## src/rtl/shift_add_multiplier_pkg.sv

```systemverilog
`default_nettype none
// +------------------------------------------------------------------+
// | shift_add_multiplier_pkg                                         |
// | Shared state encoding and sizing for the multiplier and Adder.   |
// | Revision: 1.0                                                    |
// +------------------------------------------------------------------+
package shift_add_multiplier_pkg;

  localparam int MULT_WIDTH   = 16;
  localparam int MULT_COUNT_W = 5;
  localparam int MULT_ITERS   = MULT_WIDTH;

  // 2'd3 is not a legal state; the controller steers it back to IDLE.
  typedef enum logic [1:0] {
    IDLE = 2'd0,
    RUN  = 2'd1,
    DONE = 2'd2
  } multState_t;

endpackage
`default_nettype wire

```

## src/rtl/Adder.sv

```systemverilog
`default_nettype none
// +------------------------------------------------------------------+
// | Adder                                                            |
// | Combinational 16-bit adder with carry-out in Soma[16].           |
// | Revision: 1.0                                                    |
// +------------------------------------------------------------------+
module Adder
  import shift_add_multiplier_pkg::*;
(
  input  logic [MULT_WIDTH-1:0] OperandoA,
  input  logic [MULT_WIDTH-1:0] OperandoB,
  output logic [MULT_WIDTH:0]   Soma
);

  assign Soma = {1'b0, OperandoA} + {1'b0, OperandoB};

endmodule
`default_nettype wire

```

## src/rtl/shift_add_multiplier.sv

```systemverilog
`default_nettype none
// +------------------------------------------------------------------+
// | shift_add_multiplier                                             |
// | Sequential 16x16 unsigned shift-add multiplier, 16 iterations.   |
// | Revision: 1.0                                                    |
// +------------------------------------------------------------------+
module shift_add_multiplier
  import shift_add_multiplier_pkg::*;
#(
  parameter int WIDTH   = MULT_WIDTH,
  parameter int COUNT_W = MULT_COUNT_W
) (
  input  logic               Clk,
  input  logic               Reset,
  input  logic               Start,
  input  logic [WIDTH-1:0]   Multiplicando,
  input  logic [WIDTH-1:0]   Multiplicador,
  output logic [2*WIDTH-1:0] Produto,
  output logic               Busy,
  output logic               Done
);

  localparam logic [COUNT_W-1:0] c_lastIter = COUNT_W'(MULT_ITERS - 1);

  multState_t           r_state;
  multState_t           w_nextState;
  logic [WIDTH-1:0]     r_regA;
  logic [2*WIDTH:0]     r_acc;
  logic [COUNT_W-1:0]   r_count;
  logic [2*WIDTH-1:0]   r_produto;
  logic [WIDTH-1:0]     w_operandoA;
  logic [WIDTH-1:0]     w_operandoB;
  logic [WIDTH:0]       w_soma;
  logic                 w_lastIter;
  logic                 w_unusedAccTop;

  assign w_operandoA = r_acc[2*WIDTH-1:WIDTH];
  assign w_operandoB = r_acc[0] ? r_regA : '0;
  assign w_lastIter  = (r_count == c_lastIter);
  // Acc[32] is always shifted in as zero; the carry lives in Acc[31].
  assign w_unusedAccTop = r_acc[2*WIDTH];

  Adder u_adder (
    .OperandoA (w_operandoA),
    .OperandoB (w_operandoB),
    .Soma      (w_soma)
  );

  always_ff @(posedge Clk) begin
    if (Reset) begin
      r_state <= IDLE;
    end else begin
      r_state <= w_nextState;
    end
  end

  always_comb begin
    w_nextState = IDLE;
    case (r_state)
      IDLE:    w_nextState = Start ? RUN : IDLE;
      RUN:     w_nextState = w_lastIter ? DONE : RUN;
      DONE:    w_nextState = IDLE;
      default: w_nextState = IDLE;
    endcase
  end

  always_ff @(posedge Clk) begin
    if (Reset) begin
      r_regA    <= '0;
      r_acc     <= '0;
      r_count   <= '0;
      r_produto <= '0;
    end else begin
      case (r_state)
        IDLE: begin
          if (Start) begin
            r_regA  <= Multiplicando;
            r_acc   <= {{(WIDTH + 1){1'b0}}, Multiplicador};
            r_count <= '0;
          end
        end
        RUN: begin
          r_acc   <= {1'b0, w_soma, r_acc[WIDTH-1:1]};
          r_count <= r_count + COUNT_W'(1);
          if (w_lastIter) begin
            r_produto <= {w_soma, r_acc[WIDTH-1:1]};
          end
        end
        default: begin
        end
      endcase
    end
  end

  assign Produto = r_produto;
  assign Busy    = (r_state == RUN) || (r_state == DONE);
  assign Done    = (r_state == DONE);

endmodule
`default_nettype wire

```

## config.mk

```make
export PLATFORM = sky130hd
export DESIGN_NAME = shift_add_multiplier
export DESIGN_NICKNAME = d
export VERILOG_FILES = /design/src/rtl/shift_add_multiplier_pkg.sv /design/src/rtl/Adder.sv /design/src/rtl/shift_add_multiplier.sv
export SDC_FILE = /design/constraint.sdc
export NUM_CORES = 1
export LEC_CHECK = 0
export ABC_AREA = 1
export BUFFER_PORTS_ARGS = -buffer_cell sky130_fd_sc_hd__buf_4
export CAP_MARGIN = 0
export CORE_MARGIN = 3
export CORE_UTILIZATION = 35
export DETAILED_ROUTE_END_ITERATION = 6
export GPL_TIMING_DRIVEN = 1
export SLEW_MARGIN = 20
export SYNTH_ARGS = -nofsm -noshare
export SYNTH_HDL_FRONTEND = slang
export SYNTH_SLANG_ARGS = --single-unit
export TNS_END_PERCENT = 5
```

## constraint.sdc

```tcl
create_clock -name Clk -period 5.1 [get_ports Clk]
set_clock_uncertainty 0.2 [all_clocks]
set_input_delay 1.02 -clock Clk [delete_from_list [all_inputs] [get_ports Clk]]
set_output_delay 1.02 -clock Clk [all_outputs]
set_load 0.01 [all_outputs]
```

==> flow_summary.yaml, run 1 <==
outcome:
  outcome: "finished, final reports clean"
setup_path:
  path_delay_family: "buffers and inverters"
  reg2regPathDepth: 10
  crit-reg2reg-launch: "r_count[1]"
  crit_path_cell_trace: "ha_1 > inv_1 > nor3_1 > ha_1 > nand2_1 > inv_1 > buf_4 > o21ai_0 > a21o_1 > inv_1"
  critPathMostFrequentCell: "inv_1"
  startpoint_type: "flip-flop"
  crit_fanout: 27
  cp_data_arrival_time_ns: 3.26
  critPathCaptureType: "flip-flop"
  timing.critical_path.required_ns: 5.20
  cp_slowest_stage_delay_ns: 0.61
  criticalPathCategory: "flip-flop to flip-flop"
  cp_slowest_cell: "inv_1"
  crit_buf_inv: 4
  crit_cells: 10
  reg2reg_slack_ns: 1.93
  r2r_end: "Produto[27]"
floorplanning:
  floorplan.initialDensity: 0.369
  num_rows: 39
  die-height_um: 117
  design.die.area_um2: 13700
  chipWidth_um: 117
  pin_count: 69
  coreArea_um2: 11700
grt:
  first_global_vias: 3946
  maximum_number_of_pins_on_one_net_before_global_route_repair: 50
  grt_pass1_wl_mm: 17.9
  overflow: 0
  grt_antenna_before_repair: 0
  track_usage: 0.164
synthesis:
  yosys_register_bits: 87
  synth_top_cells_by_area: "dfxtp_1 (40%), nand2_1 (16%), nor2_1 (9.0%), inv_1 (7.6%), ha_1 (6.1%)"
  synth_top_area_share: 0.403
  postSynthAreaPerCell_um2: 6.62
  synth_sequential_area_ratio: 0.403
  ys_warn_count: 0
  synth_cell_types: 26
  mappedNetlistNets: 709
  number_of_instances_in_the_synthesized_netlist: 652
  syn_area_um2: 4320
  synth_top_cell_by_area: "dfxtp_1"
timing:
  final.setup.tns_ns: 0
  slew_headroom: 0.318
  whs_ns: 0.275
  post-route-period-util: 0.621
  rsz_0062_raised_after_global_routing: "no"
  timing.final.ws_setup_ns: 1.93
  final_max_slew_viol_count: 0
  finalSetupViolCount: 0
  worst_slew_pin_slew_ns: 1.02
  max_clock_freq_mhz: 316
  final.min_clock_period_ns: 3.17
  finalHoldViolations: 0
routing:
  via_count: 4089
  route.detailed.wl_per_inst_um: 12.6
  drt-vias-per-instance: 4.78
  dr.first_iter.drc_count: 140
  drt_pass1_iterations: 5
  detail_route.drc_violations: 0
  drt_wl_total_mm: 10.7
  post_drt_antenna_nets: 0
cts:
  cts_buffer_depth: 2
  cts_hold_repair.buffers: 0
  clock_latency_at_the_later_pin_of_the_worst_skew_pair_ns: 0.34
  cts.sink_count: 87
  cts_tree: "done"
  clock-root-buffer: "clkbuf_16"
  cts.reportedPaths.clkPinSlew_ns: 0.07
  post_cts_resized: 0
  htree_num_levels: 3
  cts.repair_timing.setup_buffer_count: 0
  clock_buffer_count_from_cts: 9
pwr:
  reported_leakage_power_nw: 2.60
  pwr_per_cell_area_nw_per_um2: 279
  design_power_total_mw: 1.45
  ir_worst_vdd_uv: 181
place:
  count_of_port_buffers_added_during_placement: 68
  pre_cts_ws_ns: 1.85
  hpwlAfterDp_mm: 7.66
  gp_congestion: 0.874
min_path:
  holdCritStartpoint: "r_acc[24]"
  min_path_type: "flip-flop to flip-flop"
  timing.hold.worst_path_depth: 2
  hold_ep: "r_acc[24]"
cells_and_area:
  fin_util: 0.443
  area_delta_synth_final_pct: 20.3
  nets: 764
  fraction_of_final_layout_cells_with_drive_strength_greater_than_1: 0.126
  insertedDiodeCount: 0
run:
  max_cap_violations: 0
## placed cells by master (no fill, tap or decap), types with 2 or more instances in the layout
master,netlist,layout
ha_1,21,21
xor2_1,4,4
a21oi_1,29,29
a21o_1,3,3
nor2_1,104,104
xnor2_1,3,3
nand3_1,19,19
inv_6,0,2
buf_4,4,71
a31oi_1,16,16
o21ai_0,42,42
nor3_1,8,8
clkbuf_16,0,9
dfxtp_1,87,87
o21ai_1,3,3
clkinv_2,0,2
clkinv_4,0,2
or2_2,2,2
inv_1,87,86
nand2_1,188,188
clkinv_1,2,3
## registers in the layout, summed over array words and instances, names as in the netlist
name / cells
r_count: 5
r_state: 2
Produto: 32
r_acc: 32
r_regA: 16
## layout make-up
| cell class | instances | area, um2 |
|---|---|---|
| inverters | 89 | 334 |
| flip-flops and latches | 87 | 1740 |
| clock inverters | 7 | 56.3 |
| fillers | 1231 | 6520 |
| clock buffers | 9 | 225 |
| multi-input cells | 449 | 2120 |
| well taps | 143 | 179 |
| repair buffers | 71 | 533 |
## worst max path at each step
stage,from,endpoint,slack (ns)
after floorplan,r_acc[0],Produto[27],2.65
after global placement,Start,r_acc[28],1.87
after detailed placement,Start,r_acc[1],1.85
after CTS,r_count[1],Produto[27],1.87
after global routing,r_count[1],Produto[31],1.59
final,r_count[1],Produto[27],1.93
## cell usage after synthesis (all sizes together)
cell type  instances
nand3             19
or2                2
nor2             104
clkinv             2
nor4               1
dfxtp             87
a31oi             16
nand4              1
o22ai              1
buf                6
a21oi             29
clkbuf            21
fa                 1
xnor2              3
inv               87
nor3               8
a21o               3
o21ai             46
nand2            188
xor2               4
a211oi             1
o21bai             1
ha                21
## through the flow
stage,instances,cell area [um2]
floorplan,652,4320
detailed placement,839,4910
global route,855,5190
finish,855,5190
CTS,855,5190
global placement,839,4910
## routing by layer
| metal | part of all wire | up-vias | global-route usage | routed length, um |
|---|---|---|---|---|
| met5 | 0 | - | 0 | 0 |
| met4 | 0.021 | 0 | 0.0803 | 223 |
| met3 | 0.032 | 18 | 0.0242 | 346 |
| met2 | 0.48 | 65 | 0.273 | 5180 |
| met1 | 0.46 | 1868 | 0.209 | 4990 |
| li1 | - | 2138 | - | - |
## kinds of logic (layout without fill, tap and decap cells)
group | after synthesis | count (layout) | share of synthesized area
and+or+nand+nor | 323 | 323 | 0.291
DFF | 87 | 87 | 0.403
adders and majority gates | 22 | 22 | 0.0655
AOI/OAI and AO/OA | 97 | 97 | 0.121
xor gates and xnor gates | 7 | 7 | 0.0142
buffers and inverters | 116 | 176 | 0.105
## report_power, final
part | internal [mW] | switching (mW) | total, mW
clock network | 0.337 | 0.288 | 0.625
logic | 0.0420 | 0.0670 | 0.109
registers | 0.700 | 0.0144 | 0.714
total | 1.08 | 0.370 | 1.45
## worst reg2reg max path: stages, from the launching register on
cell and delay [ns]:
dfxtp_1 0.36, ha_1 0.19, inv_1 0.06, nor3_1 0.20, ha_1 0.22, nand2_1 0.55, inv_1 0.61, buf_4 0.40
o21ai_0 0.13, a21o_1 0.17, inv_1 0.04
(Power assumes the default switching activity.)
==> run 2: changes to the inputs <==
Clock period 5.1 ns to 2.6 ns, I/O delays scaled along.
==> run 2 against run 1 <==
Routed wire length rose by 4.0%. Final cell count rose by 1.3%. Setup slack got worse by 1.6 ns. Power rose by 110%. Critical path depth rose by 3. Via count rose by 1.4%. Largest cell class unchanged. Highest routed layer unchanged.
==> flow_summary.yaml, run 2 (synthesis results as in run 1) <==
outcome:
  outcome: "finished, final reports clean"
timing:
  slew_headroom: 0.629
  rsz_0062_raised_after_global_routing: "no"
  post-route-period-util: 0.890
  finalSetupViolCount: 0
  final.min_clock_period_ns: 2.31
  worst_slew_pin_slew_ns: 0.557
  finalHoldViolations: 0
  final_max_slew_viol_count: 0
  final.setup.tns_ns: 0
  max_clock_freq_mhz: 432
setup_path:
  reg2reg_slack_ns: 0.29
  r2r_end: "Produto[26]"
  reg2regPathDepth: 13
  crit_fanout: 12
  startpoint_type: "flip-flop"
  cp_data_arrival_time_ns: 2.36
  crit_path_cell_trace: "buf_12 > nand2_1 > inv_1 > ha_1 > or2_2 > nand3_1 > nand2_1 > nand2_1 > nand3_1 > nand2_1 > nand2_1 > nand2_1 > inv_1"
  timing.critical_path.required_ns: 2.64
  critPathMostFrequentCell: "nand2_1"
  critPathCaptureType: "flip-flop"
  cp_slowest_cell: "dfxtp_1"
  crit-reg2reg-launch: "r_acc[0]"
  cp_slowest_stage_delay_ns: 0.47
  criticalPathCategory: "flip-flop to flip-flop"
  crit_buf_inv: 3
  path_delay_family: "simple AND/OR/NAND/NOR gates"
min_path:
  hold_ep: "r_regA[13]"
  min_path_type: "primary input to flip-flop"
  timing.hold.worst_path_depth: 3
  holdCritStartpoint: "Multiplicando[13]"
floorplanning:
  num_rows: 39
  coreArea_um2: 11700
  pin_count: 69
  die-height_um: 117
  design.die.area_um2: 13700
  chipWidth_um: 117
  floorplan.initialDensity: 0.369
cts:
  cts_buffer_depth: 2
  clock-root-buffer: "clkbuf_16"
  clock_buffer_count_from_cts: 9
  cts.reportedPaths.clkPinSlew_ns: 0.07
  clock_latency_at_the_later_pin_of_the_worst_skew_pair_ns: 0.35
  post_cts_resized: 0
  cts.repair_timing.setup_buffer_count: 0
  cts_tree: "done"
  cts.sink_count: 87
  htree_num_levels: 3
  cts_hold_repair.buffers: 0
routing:
  drt_pass1_iterations: 5
  via_count: 4148
  route.detailed.wl_per_inst_um: 12.9
  dr.first_iter.drc_count: 175
  drt-vias-per-instance: 4.79
  post_drt_antenna_nets: 0
  drt_wl_total_mm: 11.2
  detail_route.drc_violations: 0
cells_and_area:
  n_fill_cell: 1227
  most_common_cell_after_layout_fill_and_taps_aside: "nand2_1"
  layout_common_cells: "nand2_1 (188), nor2_1 (104), dfxtp_1 (87), inv_1 (87), buf_4 (81)"
  area_delta_synth_final_pct: 23.3
  fin_util: 0.454
  fraction_of_final_layout_cells_with_drive_strength_greater_than_1: 0.140
  nets: 775
  insertedDiodeCount: 0
grt:
  first_global_vias: 3911
  track_usage: 0.171
  grt_antenna_before_repair: 0
  grt_pass1_wl_mm: 18.4
  overflow: 0
  maximum_number_of_pins_on_one_net_before_global_route_repair: 49
pwr:
  internal_power_mw: 2.27
  comb_power_share: 0.079
  sw_frac_of_total: 0.240
  total_switching_power_uw: 719
  reported_leakage_power_nw: 2.67
  pwr_per_cell_area_nw_per_um2: 562
  seq_power_share: 0.467
  ir_worst_vdd_uv: 286
  power.clock.fraction: 0.454
place:
  gp_congestion: 0.825
  count_of_port_buffers_added_during_placement: 68
  hpwlAfterDp_mm: 8.06
run:
  max_cap_violations: 0
[run 2: cell count changes in the layout (fill, tap and decap cells not counted), sizes merged]
cell / change
buf: +11
bufinv: +1
clkbuf: +2
clkinv: -4
clkinvlp: +1
[run 2: worst max path at each step]
stage / start / end / depth (start not counted)
after floorplan: r_acc[0] / Produto[27] / 16
after global placement: r_acc[0] / Produto[26] / 13
after detailed placement: r_acc[0] / Produto[26] / 13
after CTS: r_acc[0] / Produto[26] / 13
after global routing: r_acc[0] / r_acc[31] / 14
final: r_acc[0] / Produto[26] / 13
[run 2: final cells by class]
class,count,area (um2),area share
inverters,89,334,0.0628
multi-input cells,449,2120,0.399
flip-flops and latches,87,1740,0.327
clock buffers,11,253,0.0475
repair buffers,82,628,0.118
well taps,143,179,0.0336
clock inverters,5,63.8,0.0120
[run 2: routing by layer]
layer | share of wire | up-vias | routed length [um] | global-route usage
li1 | - | 2157 | - | -
met1 | 0.47 | 1889 | 5220 | 0.230
met2 | 0.47 | 91 | 5260 | 0.271
met3 | 0.047 | 11 | 530 | 0.0365
met4 | 0.014 | 0 | 159 | 0.0612
met5 | 0 | - | 0 | 0
[run 2: worst reg2reg max path: cells and delay by family, from the launching register on]
family                     cells  cell delay [ns]
buffers and inverters          3             0.26
DFF                            1             0.47
adders and majority gates      1             0.26
and+or+nand+nor                9             1.01
[run 2: power groups by stage]
stage               Clock [mW]  Sequential (mW)  Combinational, mW
global placement             0             1.43              0.235
floorplan                    0             1.42              0.144
CTS                       1.40             1.40              0.239
global route              1.45             1.40              0.265
detailed placement           0             1.43              0.238
finish                    1.36             1.40              0.237
[run 2: per-stage QoR]
step	total power, mW	instances	hold WS (ns)	area, um2	worst slack, ns
floorplan	1.56	652	0.250	4320	0.150
global placement	1.66	850	0.260	5010	0.342
detailed placement	1.67	850	0.262	5010	0.307
CTS	3.03	866	0.224	5320	0.279
global route	3.12	866	0.245	5320	0.111
finish	2.99	866	0.232	5320	0.286
==> run 3: changes to the inputs <==
Settings changed: ABC_AREA 1 to unset, PLACE_DENSITY set to 0.62.
==> run 3 against run 2 <==
Final cell count is 16% lower. Utilization is 1.0 points higher. Critical endpoint is now r_acc[30]. Highest routed layer unchanged. Critical path type unchanged. Power is 1.9% higher.
==> flow_summary.yaml, run 3 <==
cells_and_area:
  layout_common_cells: "nand2_1 (102), buf_4 (98), dfxtp_1 (86)"
  most_common_cell_after_layout_fill_and_taps_aside: "nand2_1"
  nets: 639
  fraction_of_final_layout_cells_with_drive_strength_greater_than_1: 0.232
  area_delta_synth_final_pct: 29.1
  insertedDiodeCount: 0
  postLayoutCellArea_um2: 5330
pwr:
  power.clock.fraction: 0.449
  comb_power_share: 0.089
  pwr_per_cell_area_nw_per_um2: 572
  sw_frac_of_total: 0.245
  total_switching_power_uw: 747
  ir_worst_vdd_uv: 397
  seq_power_share: 0.462
  reported_leakage_power_nw: 2.18
  internal_power_mw: 2.30
routing:
  post_drt_antenna_nets: 0
  dr.first_iter.drc_count: 232
  via_count: 3737
  drt_wl_total_mm: 10.9
  detail_route.drc_violations: 0
  drt-vias-per-instance: 5.12
  drt_pass1_iterations: 4
  route.detailed.wl_per_inst_um: 14.9
timing:
  final.min_clock_period_ns: 2.55
  post-route-period-util: 0.980
  slew_headroom: 0.479
  finalHoldViolations: 0
  final.setup.tns_ns: 0
  rsz_0062_raised_after_global_routing: "yes"
  final_max_slew_viol_count: 0
  max_clock_freq_mhz: 392
  worst_slew_pin_slew_ns: 0.779
  finalSetupViolCount: 0
synthesis:
  synth_top_cell_by_area: "dfxtp_1"
  ys_dominant_reg_cell: "dfxtp_1"
  synth_sequential_area_ratio: 0.422
  yosys_register_bits: 87
  edff_count_synth: 0
  synth_cell_types: 52
  synth-async-reset-ratio: 0
  postSynthAreaPerCell_um2: 8.20
  synth.top_cells.by_count: "nand2_1 (102), dfxtp_1 (87), a21oi_1 (57), nor2_1 (35), ha_1 (21)"
  synth_top_area_share: 0.422
  number_of_instances_in_the_synthesized_netlist: 503
  synth_top_cells_by_area: "dfxtp_1 (42%), nand2_1 (9.3%), a21oi_1 (6.9%), ha_1 (6.4%), nor2_1 (3.2%)"
  synthMostInstantiatedCell: "nand2_1"
  mappedNetlistNets: 560
  syn_area_um2: 4130
  ys_warn_count: 0
place:
  count_of_port_buffers_added_during_placement: 68
  hpwlAfterDp_mm: 8.14
  gp_congestion: 0.829
  detailed_place.area_um2: 4910
setup_path:
  crit_fanout: 6
  cp_data_arrival_time_ns: 2.58
  crit_buf_inv: 1
  startpoint_type: "flip-flop"
  critPathMostFrequentCell: "o21ai_1"
  crit_path_cell_trace: "nand2_1 > inv_1 > ha_1 > a211o_1 > a211oi_2 > o21ai_1 > a221o_1 > xnor2_1 > o21ai_1"
  cp_slowest_stage_delay_ns: 0.37
  cp_slowest_cell: "a221o_1"
  criticalPathCategory: "flip-flop to flip-flop"
  critPathCaptureType: "flip-flop"
  timing.critical_path.required_ns: 2.63
  path_delay_family: "compound AO/OA/AOI/OAI gates"
grt:
  track_usage: 0.171
  overflow: 0
  grt_pass1_wl_mm: 17.9
  first_global_vias: 3652
  maximum_number_of_pins_on_one_net_before_global_route_repair: 54
  grt_antenna_before_repair: 0
run:
  max_cap_violations: 0
floorplanning:
  die-height_um: 115
  pin_count: 69
  coreArea_um2: 11500
  num_rows: 39
  design.die.area_um2: 13100
  chipWidth_um: 115
  floorplan.initialDensity: 0.360
cts:
  clock-root-buffer: "clkbuf_16"
  cts_buffer_depth: 2
  cts.sink_count: 87
  clock_buffer_count_from_cts: 9
  cts_tree: "done"
  cts.reportedPaths.clkPinSlew_ns: 0.07
  htree_num_levels: 3
  clock_latency_at_the_later_pin_of_the_worst_skew_pair_ns: 0.35
min_path:
  min_path_type: "primary input to flip-flop"
outcome:
  outcome: "finished, final reports clean"
==> run 3: area by class of cell <==
cell class / instances / area [um2]
clock buffers: 11 / 253
clock inverters: 5 / 65.1
fillers: 1122 / 6140
inverters: 14 / 52.6
multi-input cells: 372 / 2300
flip-flops and latches: 87 / 1740
well taps: 143 / 179
repair buffers: 98 / 736
==> run 3: worst min-delay path, delay by kind of cell <==
family	cells	cell delay, ns
and+or+nand+nor	1	0.04
AOI/OAI and AO/OA	1	0.05
buffers and inverters	1	0.11
==> run 3: stage by stage <==
stage	instances	setup slack (ns)	hold WS [ns]	utilization	power, mW
after global placement	713	0.0253	0.241	0.428	1.70
after detailed placement	713	-0.0980	0.244	0.428	1.71
after floorplan	503	0.0728	0.232	-	1.59
final	730	0.0518	0.223	0.465	3.05
after global routing	730	-0.0711	0.223	0.465	3.18
after CTS	729	0.0126	0.215	0.456	3.07
==> run 3: what timing repair did <==
item | 4_1_cts | 5_1_grt
setup buffers | 0 | 1
setup endpoints to repair | 8 | 15
pin swaps | 2 | 7
hold buffers | 0 | 0
gates resized for setup | 2 | 13
==> run 3: logic make-up (layout without fill, tap and decap cells) <==
family                   count (synthesis)  after routing  synth area share
AND/OR/NAND/NOR                        206            206             0.223
flip-flops                              87             87             0.422
multiplexers                             1              1           0.00243
AO/OA/AOI/OAI                          130            130             0.214
adder cells (fa/ha/maj)                 22             22            0.0685
XOR/XNOR                                13             13            0.0276
buffers and inverters                   44            128            0.0421
==> run 3: layer usage <==
layer	routed length, um	part of all wire	up-vias	global-route usage
met5	0	0	-	0
met4	149	0.014	0	0.0618
met3	369	0.034	10	0.0381
met2	5300	0.49	68	0.278
met1	5090	0.47	1741	0.222
li1	-	-	1918	-
==> run 3: final timing paths <==
path                         start        end  slack (ns)  cells after the start
setup / recovery          r_acc[0]  r_acc[30]        0.05                      9
hold / removal    Multiplicando[0]  r_regA[0]        0.22                      3
setup reg to reg          r_acc[0]  r_acc[30]        0.05                      9
hold reg to reg          r_regA[4]  r_regA[4]        0.25                      2
==> run 3: power by group through the flow <==
| stage | Clock (mW) | Sequential (mW) | Combinational [mW] |
|---|---|---|---|
| floorplan | 0 | 1.43 | 0.162 |
| global placement | 0 | 1.44 | 0.265 |
| detailed placement | 0 | 1.44 | 0.268 |
| CTS | 1.40 | 1.41 | 0.269 |
| global route | 1.46 | 1.42 | 0.305 |
| finish | 1.37 | 1.41 | 0.272 |
